--- src/rtl/time_set_sequencer_if.sv ---
// Load bus between the time-set sequencer and the hour/minute/second counter chain.
// The sequencer (master) presents shadow_time and holds load_req until the counter
// (slave) answers with load_ack.
interface time_set_sequencer_if;
    logic        load_req;
    logic        load_ack;
    logic [23:0] shadow_time;

    modport master (
        output load_req,
        output shadow_time,
        input  load_ack
    );

    modport slave (
        input  load_req,
        input  shadow_time,
        output load_ack
    );
endinterface

--- src/rtl/time_set_sequencer.sv ---
// Keypad-driven time-set controller for the digital clock.
// Captures the live time into a shadow register, lets the user edit it digit by digit
// with per-position legality checks, then commits it over a load_req/load_ack handshake.
// Optional feature macro: SET_BLINK_EN adds BLINK_DIV and the blink_mask output that
// flashes the digit under the edit cursor.
module time_set_sequencer #(
    parameter logic [3:0] KEY_SET      = 4'd1,
    parameter logic [3:0] KEY_CANCEL   = 4'd12,
    parameter int         WRONG_CYCLES = 16,
    parameter int         ACK_TIMEOUT  = 255
`ifdef SET_BLINK_EN
    ,
    parameter int         BLINK_DIV    = 2**22
`endif
) (
    input  logic                        clk,
    input  logic                        reset,
    input  logic [3:0]                  key_value,
    input  logic                        key_flag,
    input  logic [3:0]                  hour_g,
    input  logic [3:0]                  hour_d,
    input  logic [3:0]                  minute_g,
    input  logic [3:0]                  minute_d,
    input  logic [3:0]                  second_g,
    input  logic [3:0]                  second_d,
    output logic                        set_active,
    output logic [2:0]                  cursor,
    output logic                        wrong_led,
`ifdef SET_BLINK_EN
    output logic [5:0]                  blink_mask,
`endif
    time_set_sequencer_if.master        load_bus
);

    localparam int WRONG_W = $clog2(WRONG_CYCLES + 1);
    localparam int ACK_W   = $clog2(ACK_TIMEOUT + 1);

    typedef enum logic [2:0] {
        S_IDLE,
        S_CAPTURE,
        S_EDIT,
        S_COMMIT,
        S_WAIT_ACK
    } state_t;

    state_t               state_q;
    state_t               state_d;
    logic                 key_flag_q;
    logic                 key_evt;
    logic                 is_set;
    logic                 is_cancel;
    logic                 digit_valid;
    logic [3:0]           digit_val;
    logic                 digit_legal;
    logic                 commit_ok;
    logic                 hour_ok;
    logic                 ack_expired;
    logic [2:0]           cursor_q;
    logic [23:0]          shadow_q;
    logic [WRONG_W-1:0]   wrong_cnt_q;
    logic [ACK_W-1:0]     ack_cnt_q;
    logic                 req_active;
    logic                 do_capture;
    logic                 do_write;
    logic                 cursor_inc;
    logic                 wrong_fire;

    // Keypad code to {valid, BCD value}; SET, CANCEL and unused codes are not digits.
    function automatic logic [4:0] decode_digit(input logic [3:0] code);
        case (code)
            4'd15:   return {1'b1, 4'd1};
            4'd14:   return {1'b1, 4'd2};
            4'd13:   return {1'b1, 4'd3};
            4'd11:   return {1'b1, 4'd4};
            4'd10:   return {1'b1, 4'd5};
            4'd9:    return {1'b1, 4'd6};
            4'd7:    return {1'b1, 4'd7};
            4'd6:    return {1'b1, 4'd8};
            4'd5:    return {1'b1, 4'd9};
            4'd2:    return {1'b1, 4'd0};
            default: return 5'd0;
        endcase
    endfunction

    assign key_evt                  = key_flag && !key_flag_q;
    assign is_set                   = key_evt && (key_value == KEY_SET);
    assign is_cancel                = key_evt && (key_value == KEY_CANCEL);
    assign {digit_valid, digit_val} = decode_digit(key_value);

    // A full time is legal when hours are 00..23 and minutes/seconds are 00..59.
    assign hour_ok   = ((shadow_q[23:20] <= 4'd1) && (shadow_q[19:16] <= 4'd9)) ||
                       ((shadow_q[23:20] == 4'd2) && (shadow_q[19:16] <= 4'd3));
    assign commit_ok = hour_ok &&
                       (shadow_q[15:12] <= 4'd5) && (shadow_q[11:8] <= 4'd9) &&
                       (shadow_q[7:4]   <= 4'd5) && (shadow_q[3:0]  <= 4'd9);

    assign ack_expired = (ack_cnt_q == ACK_W'(ACK_TIMEOUT - 1));

    // Per-position digit limit, judged against the digits already in the shadow.
    always_comb begin
        // NOTE: every always_comb output gets a default first so no path leaves it unassigned (no latch).
        digit_legal = 1'b1;
        case (cursor_q)
            3'd1, 3'd3: digit_legal = (digit_val <= 4'd5);
            3'd4:       digit_legal = (shadow_q[23:20] != 4'd2) || (digit_val <= 4'd3);
            3'd5:       digit_legal = (digit_val <= 4'd1) ||
                                      ((digit_val == 4'd2) && (shadow_q[19:16] <= 4'd3));
            default:    digit_legal = 1'b1;
        endcase
    end

    // FSM state register.
    always_ff @(posedge clk or negedge reset) begin
        // NOTE: sequential state uses non-blocking assignments so every flop samples pre-edge values.
        if (!reset) state_q <= S_IDLE;
        else        state_q <= state_d;
    end

    // FSM next-state logic; keys only matter in IDLE/EDIT, ack/timeout only in WAIT_ACK.
    always_comb begin
        state_d = state_q;
        case (state_q)
            S_IDLE:     if (is_set) state_d = S_CAPTURE;
            S_CAPTURE:  state_d = S_EDIT;
            S_EDIT: begin
                if (is_set && (cursor_q == 3'd5)) state_d = S_COMMIT;
                else if (is_cancel)               state_d = S_IDLE;
            end
            S_COMMIT:   state_d = commit_ok ? S_WAIT_ACK : S_EDIT;
            S_WAIT_ACK: if (load_bus.load_ack || ack_expired) state_d = S_IDLE;
            default:    state_d = S_IDLE;
        endcase
    end

    // FSM outputs and datapath strobes decoded from the current state.
    always_comb begin
        set_active = 1'b1;
        req_active = 1'b0;
        do_capture = 1'b0;
        do_write   = 1'b0;
        cursor_inc = 1'b0;
        wrong_fire = 1'b0;
        case (state_q)
            S_IDLE:     set_active = 1'b0;
            S_CAPTURE:  do_capture = 1'b1;
            S_EDIT: begin
                if (key_evt && digit_valid) begin
                    do_write   = digit_legal;
                    wrong_fire = !digit_legal;
                end
                cursor_inc = is_set && (cursor_q != 3'd5);
            end
            S_COMMIT:   wrong_fire = !commit_ok;
            S_WAIT_ACK: begin
                req_active = 1'b1;
                wrong_fire = !load_bus.load_ack && ack_expired;
            end
            default:    set_active = 1'b0;
        endcase
    end

    // Key edge detector: remembers last cycle's key_flag level.
    always_ff @(posedge clk or negedge reset) begin
        if (!reset) key_flag_q <= 1'b0;
        else        key_flag_q <= key_flag;
    end

    // Edit cursor: cleared on capture, advanced by SET while editing.
    always_ff @(posedge clk or negedge reset) begin
        if (!reset)          cursor_q <= 3'd0;
        else if (do_capture) cursor_q <= 3'd0;
        else if (cursor_inc) cursor_q <= cursor_q + 3'd1;
    end

    // Shadow time: loaded from the live counters, then patched one digit at a time.
    always_ff @(posedge clk or negedge reset) begin
        if (!reset) begin
            shadow_q <= 24'd0;
        end else if (do_capture) begin
            shadow_q <= {hour_g, hour_d, minute_g, minute_d, second_g, second_d};
        end else if (do_write) begin
            for (int i = 0; i < 6; i++) begin
                if (cursor_q == 3'(i)) shadow_q[i*4 +: 4] <= digit_val;
            end
        end
    end

    // Handshake timer: counts cycles spent waiting for load_ack.
    always_ff @(posedge clk or negedge reset) begin
        if (!reset)                      ack_cnt_q <= '0;
        else if (state_q != S_WAIT_ACK)  ack_cnt_q <= '0;
        else if (!ack_expired)           ack_cnt_q <= ack_cnt_q + ACK_W'(1);
    end

    // Error stretcher: each fire (re)loads the full lit duration.
    always_ff @(posedge clk or negedge reset) begin
        if (!reset)                wrong_cnt_q <= '0;
        else if (wrong_fire)       wrong_cnt_q <= WRONG_W'(WRONG_CYCLES);
        else if (wrong_cnt_q != 0) wrong_cnt_q <= wrong_cnt_q - WRONG_W'(1);
    end

    assign wrong_led            = (wrong_cnt_q != '0);
    assign cursor               = cursor_q;
    assign load_bus.load_req    = req_active;
    assign load_bus.shadow_time = shadow_q;

`ifdef SET_BLINK_EN
    localparam int BLINK_W = $clog2(BLINK_DIV + 1);

    logic [BLINK_W-1:0] blink_cnt_q;
    logic               blink_phase_q;

    // Blink divider: parked lit outside EDIT and restarted lit on every cursor move.
    always_ff @(posedge clk or negedge reset) begin
        if (!reset) begin
            blink_cnt_q   <= '0;
            blink_phase_q <= 1'b1;
        end else if ((state_q != S_EDIT) || cursor_inc) begin
            blink_cnt_q   <= '0;
            blink_phase_q <= 1'b1;
        end else if (blink_cnt_q == BLINK_W'(BLINK_DIV - 1)) begin
            blink_cnt_q   <= '0;
            blink_phase_q <= !blink_phase_q;
        end else begin
            blink_cnt_q   <= blink_cnt_q + BLINK_W'(1);
        end
    end

    // Only the digit under the cursor blinks, and only while editing.
    always_comb begin
        for (int i = 0; i < 6; i++) begin
            blink_mask[i] = (state_q != S_EDIT) || (cursor_q != 3'(i)) || blink_phase_q;
        end
    end
`endif

endmodule

--- src/flat_wrapper.sv ---
// flat-port wrapper written by rule: the top's interface ports become plain ports
module time_set_sequencer_flat 
#(
    parameter logic [3:0] KEY_SET      = 4'd1,
    parameter logic [3:0] KEY_CANCEL   = 4'd12,
    parameter int         WRONG_CYCLES = 16,
    parameter int         ACK_TIMEOUT  = 255

)
  (clk, reset, key_value, key_flag, hour_g, hour_d, minute_g, minute_d, second_g, second_d, set_active, cursor, wrong_led, load_bus_load_req, load_bus_shadow_time, load_bus_load_ack);
  time_set_sequencer_if load_bus_i ();
  input  logic clk;
  input  logic reset;
  input  logic [3:0] key_value;
  input  logic key_flag;
  input  logic [3:0] hour_g;
  input  logic [3:0] hour_d;
  input  logic [3:0] minute_g;
  input  logic [3:0] minute_d;
  input  logic [3:0] second_g;
  input  logic [3:0] second_d;
  output logic set_active;
  output logic [2:0] cursor;
  output logic wrong_led;
  output wire logic [$bits(load_bus_i.load_req)-1:0] load_bus_load_req;
  output wire logic [$bits(load_bus_i.shadow_time)-1:0] load_bus_shadow_time;
  input wire logic [$bits(load_bus_i.load_ack)-1:0] load_bus_load_ack;
  assign load_bus_load_req = load_bus_i.load_req;
  assign load_bus_shadow_time = load_bus_i.shadow_time;
  assign load_bus_i.load_ack = load_bus_load_ack;
  time_set_sequencer #(.KEY_SET(KEY_SET), .KEY_CANCEL(KEY_CANCEL), .WRONG_CYCLES(WRONG_CYCLES), .ACK_TIMEOUT(ACK_TIMEOUT)) u_core (.clk(clk), .reset(reset), .key_value(key_value), .key_flag(key_flag), .hour_g(hour_g), .hour_d(hour_d), .minute_g(minute_g), .minute_d(minute_d), .second_g(second_g), .second_d(second_d), .set_active(set_active), .cursor(cursor), .wrong_led(wrong_led), .load_bus(load_bus_i));
endmodule
--- config.mk ---
export PLATFORM = sky130hd
export DESIGN_NAME = time_set_sequencer_flat
export DESIGN_NICKNAME = d
export VERILOG_FILES = /design/src/rtl/time_set_sequencer_if.sv /design/src/rtl/time_set_sequencer.sv /design/src/flat_wrapper.sv
export SDC_FILE = /design/constraint.sdc
export NUM_CORES = 1
export LEC_CHECK = 0
export CAP_MARGIN = 0
export CORE_AREA = 2 2 81 83
export CTS_CLUSTER_SIZE = 12
export DETAILED_ROUTE_END_ITERATION = 6
export DIE_AREA = 0 0 83 85
export PLACE_DENSITY_LB_ADDON = 0.2
export SLEW_MARGIN = 20
export SYNTH_ARGS = -nofsm -noshare
export SYNTH_HDL_FRONTEND = slang
export SYNTH_SLANG_ARGS = --single-unit
--- constraint.sdc ---
create_clock -name clk -period 4.1 [get_ports clk]
set_input_delay 0.82 -clock clk [delete_from_list [all_inputs] [get_ports clk]]
set_output_delay 0.82 -clock clk [all_outputs]
set_load 0.005 [all_outputs]
* Word-level counts from Yosys, hierarchy flattened
Memories as Yosys holds them, arrays and structs flattened. Cells that the tools add are included.
Storage, ports and cells: bits in registers 44, ROM bits 80, input port bits 32, logic and storage cells 118, memories 1
Memories:
- (no name shown) | words 16, bits a word 5, rd ports 1, clocked after memory_dff 0, write ports 0, RTL line time_set_sequencer.sv:70 | case (code)
Cells by class: $add $sub $neg 3, order comparisons 10, eq/ne operators 21, mux-type cells 29, reductions and logical operators 43
Operator list (count):
- 2-to-1 mux 24 bit | 2
- 2-to-1 mux 4 bit | 6
- 2-to-1 mux 3 bit | 7
- nonzero test 2 bit | 9
- 2-to-1 mux 8 bit | 2
- one-hot mux 3 bit (5 select lines) | 1
- logical AND 1 bit | 14
- == test 3 x 2 -> 1 bit (second input constant) | 4
- <= comparator 4 x 3 -> 1 bit (second input constant) | 3
- <= comparator 4 bit (second input constant) | 3
- AND reduction 2 bit | 6
- 2-to-1 mux 5 bit | 2
- == test 3 bit (second input constant) | 3
- adder 8 x 1 -> 8 bit (second input constant) | 1
- == test 4 x 2 -> 1 bit (second input constant) | 2
- == test 8 bit (second input constant) | 1
- <= comparator 4 x 1 -> 1 bit (second input constant) | 2
- <= comparator 4 x 2 -> 1 bit (second input constant) | 2
- 2-to-1 mux 1 bit | 7
- == test 3 x 1 -> 1 bit (second input constant) | 2
- logical NOT 3 bit | 2
- inequality test 3 bit (second input constant) | 2
- one-hot mux 1 bit (3 select lines) | 2
- nonzero test 5 bit | 1
- other kinds (13) | 20

* Longest topological paths before layout
word-level depth 10, mapped depth 8, depth with buffers taken out 7

* Worst setup path before layout
Ideal clock, no wire load.
path type input -> register, start input key_value[1], end register u_core.shadow_q[6], in the netlist u_core.load_bus.shadow_time[6], data arrival time 2.399 ns, setup slack 1.621 ns, stages on the path 8, cells stage by stage inv_1 ha_1 and2_1 o32a_1 o21a_1 buf_6 or4_4 o211ai_2
Between the ends: cells in the longest elaborated chain, start to end 9, elaborated cells on any way between the ends 17
RTL lines:
- start, declared | RTL line flat_wrapper.sv:14 | input logic [3:0] key_value;
- memory read (16 x 5 bit) (*)
- parallel branches: the longest is 8 deep, another holds <= comparator 4 x 1 -> 1 bit
- end signal, assigned | RTL line time_set_sequencer.sv:180 | shadow_q <= {hour_g, hour_d, minute_g, minute_d, second_g, second_d};
- end signal, assigned by index | RTL line time_set_sequencer.sv:183 | if (cursor_q == 3'(i)) shadow_q[i*4 +: 4] <= digit_val;
- end, declared | RTL line time_set_sequencer.sv:59 | logic [23:0] shadow_q;
Mark *: on every way between the ends. The select of a mux whose other input is x is not followed. A chain may end at the register's enable or synchronous reset.

* Worst setup path in the final report
start input key_value[0], end register u_core.shadow_q[0], in the netlist u_core.load_bus.shadow_time[0]
The elaborated chain is that of the path after synthesis.

==> results.json <==
{
  "post-route-period-util": 0.743,
  "synth_ff_type": "dfrtp_1",
  "required_ns": 4.31,
  "placed_cell_area_um2": 3350,
  "cts_hold_buf": 0,
  "firstDrtPassIters": 4,
  "routed_wl_um": 7210,
  "synthArstFlopShare": 1.00,
  "ys_types": 61,
  "drt_iter0_drc": 126,
  "syn-mean-instance-area_um2": 9.24,
  "cts_made_buffers": 5,
  "yosysTopAreaCell": "dfrtp_1",
  "power_switching_uw": 660,
  "syn_area_um2": 2700,
  "holdWs_ns": 0.499,
  "p_leak_nw": 1.44,
  "grt_max_degree": 45,
  "hp-class": "in2async",
  "setup_tns_ns": 0,
  "antenna_found_initial": 0,
  "die_x_um": 83,
  "crit_path_end_kind": "flip-flop",
  "arrival_ns": 3.26,
  "register_area_um2": 1100,
  "synth_edf_count": 0,
  "swShare": 0.363,
  "grt_first_pass_wirelength_um": 11800,
  "min_period_ns": 3.05,
  "initial_core_util": 0.435,
  "p_comb_frac": 0.423,
  "post_cts_buffers": 0,
  "pwr-share-clk": 0.197,
  "power_density_nw_per_um2": 524,
  "synth_top_area_share": 0.408,
  "clock_latency_ns": 0.31,
  "cap_violations": 0,
  "status": "completed",
  "rsz0062_at_grt": "no",
  "synthCells": 292,
  "core.rowCount": 29,
  "setup_viol": 0,
  "post_drt_wl_per_cell_um": 16.9,
  "post-dp-hpwl_um": 5190,
  "h-tree-depth": 2,
  "cts_buffer_depth": 2,
  "slew_headroom": 0.420,
  "yosysSeqAreaShare": 0.408,
  "fillers": 589,
  "cts.sinks": 44,
  "drtAntennaViolNets": 0,
  "fmax_mhz": 328,
  "dp.cells": 418,
  "cts_tree": "yes",
  "drv_slew": 0,
  "skew_ns": 0.0112,
  "synthTopCellsByCount": "dfrtp_1 (44), nand2_1 (42), nor2_1 (26)",
  "grt_overflow_total": 0,
  "nets": 394,
  "die_y_um": 85,
  "tightest_slew_ns": 0.868,
  "hold_viol": 0,
  "dp_slack_ns": 0.762,
  "vdd_drop_max_mv": 0.280,
  "grt_usage": 0.206,
  "clockRootBuffer": "clkbuf_8",
  "worstPathCellList": "clkdlybuf4s50_1, inv_1, ha_1, nor3b_1, o32a_1, o21a_1, nor3_1, a221o_1",
  "io_pins": 62,
  "worst_path_max_delay_cell": "clkdlybuf4s50_1",
  "design.core.area_um2": 6200,
  "final_area_um2": 3470,
  "ys_top_cells_by_area": "dfrtp_1 (41%), ha_1 (6.5%), nand2_1 (5.8%), nor2_1 (3.6%), nand4_1 (2.5%)",
  "cts-resized-gates": 0,
  "sequentialPowerShare": 0.380,
  "startpoint_type": "primary input",
  "max_stage_delay_ns": 0.57,
  "ys_ff_latch": 44,
  "area_growth_pct": 28.5,
  "stdcell_count": 426,
  "post_route_cells_drive_above_1_share": 0.0716,
  "dr_total_vias": 2489,
  "viasPerCell": 5.84,
  "yosys.cell_count.top_type": "dfrtp_1",
  "fin_ws_ns": 1.05,
  "design.die.area_um2": 7060,
  "gp_congestion": 0.837,
  "path_max_fanout": 13,
  "worstSetupPathType": "in2reg",
  "portBuffers": 61,
  "final_core_util": 0.559,
  "drc": 0,
  "antenna_cells": 0,
  "multi_input_area_um2": 1500,
  "syn-num-nets": 338,
  "power.internal_mw": 1.16,
  "grt_pass1_vias": 2439,
  "yosys_warnings": 0,
  "clk_pin_slew_worst_paths_ns": 0.10,
  "power_mw": 1.82
}
[power groups by stage]
stage | Sequential, mW | Clock (mW) | Combinational, mW
after CTS | 0.689 | 0.365 | 0.769
after detailed placement | 0.696 | 0 | 0.763
after global placement | 0.694 | 0 | 0.758
after floorplan | 0.669 | 0 | 0.441
after global routing | 0.708 | 0.381 | 0.839
final | 0.691 | 0.359 | 0.770
[path summary, 6_finish.rpt]
| check | startpoint | endpoint | slack, ns | cells past startpoint |
|---|---|---|---|---|
| worst min register to register | u_core.ack_cnt_q[6] | u_core.ack_cnt_q[6] | 0.53 | 1 |
| min in group clk | u_core.ack_cnt_q[6] | u_core.ack_cnt_q[6] | 0.53 | 1 |
| worst max-delay path | key_value[0] | u_core.load_bus.shadow_time[0] | 1.05 | 8 |
| worst min-delay path | reset | u_core.wrong_cnt_q[2] | 0.50 | 1 |
| worst max register to register | u_core.load_bus.shadow_time[23] | u_core.load_bus.shadow_time[0] | 1.71 | 5 |
| max in group asynchronous | reset | u_core.load_bus.shadow_time[19] | 3.21 | 1 |
[critical path, delay by kind of cell]
| family | cells | cell delay (ns) |
|---|---|---|
| compound gates | 3 | 1.03 |
| fa+ha+maj | 1 | 0.23 |
| simple gates | 2 | 0.47 |
| buf+inv | 2 | 0.68 |
[routing by layer]
metal	track usage	routed length [µm]	vias to the layer above	share of wire
met2	0.344	3410	74	0.47
met5	0	0	-	0
li1	-	-	1194	-
met4	0.0537	99	0	0.014
met3	0.0340	302	10	0.042
met1	0.281	3400	1211	0.47
[placed cells by master, fill, tap and decap left out, types with 4 or more instances in the layout]
cell type / n
clkdlybuf4s50_1: 60
dfrtp_1: 44
nand2_1: 42
nor2_1: 26
ha_1: 14
a21oi_1: 12
nand4_1: 11
inv_1: 10
nor3_1: 9
nand3_1: 8
o21ai_0: 8
o211ai_1: 8
xnor2_1: 6
a221o_1: 6
clkbuf_8: 5
a211oi_1: 4
[area by class of cell]
class,instances,area share
sequential,44,0.317
tap,77,0.0278
multi-input combinational,224,0.431
inverter,10,0.0108
timing repair buffer,63,0.180
clock inverter,3,0.0133
clock buffer,5,0.0198
[state kept, by name (all words and copies together), names as in the netlist]
register and count:
u_core.key_flag_q 1, u_core.ack_cnt_q 8, u_core.cursor 3, u_core.state_q 3, u_core.wrong_cnt_q 5, u_core.load_bus.shadow_time 24
[logic make-up (layout without fill, tap and decap cells)]
kind of cell | count (synthesis) | count (layout) | share of synthesized area
simple gates | 123 | 123 | 0.233
compound gates | 75 | 75 | 0.213
flops | 44 | 44 | 0.408
buf+inv | 24 | 81 | 0.0399
fa+ha+maj | 14 | 14 | 0.0649
xor+xnor | 9 | 9 | 0.0292
mux | 3 | 3 | 0.0116
Note: power is estimated with default switching activity, not from simulation.
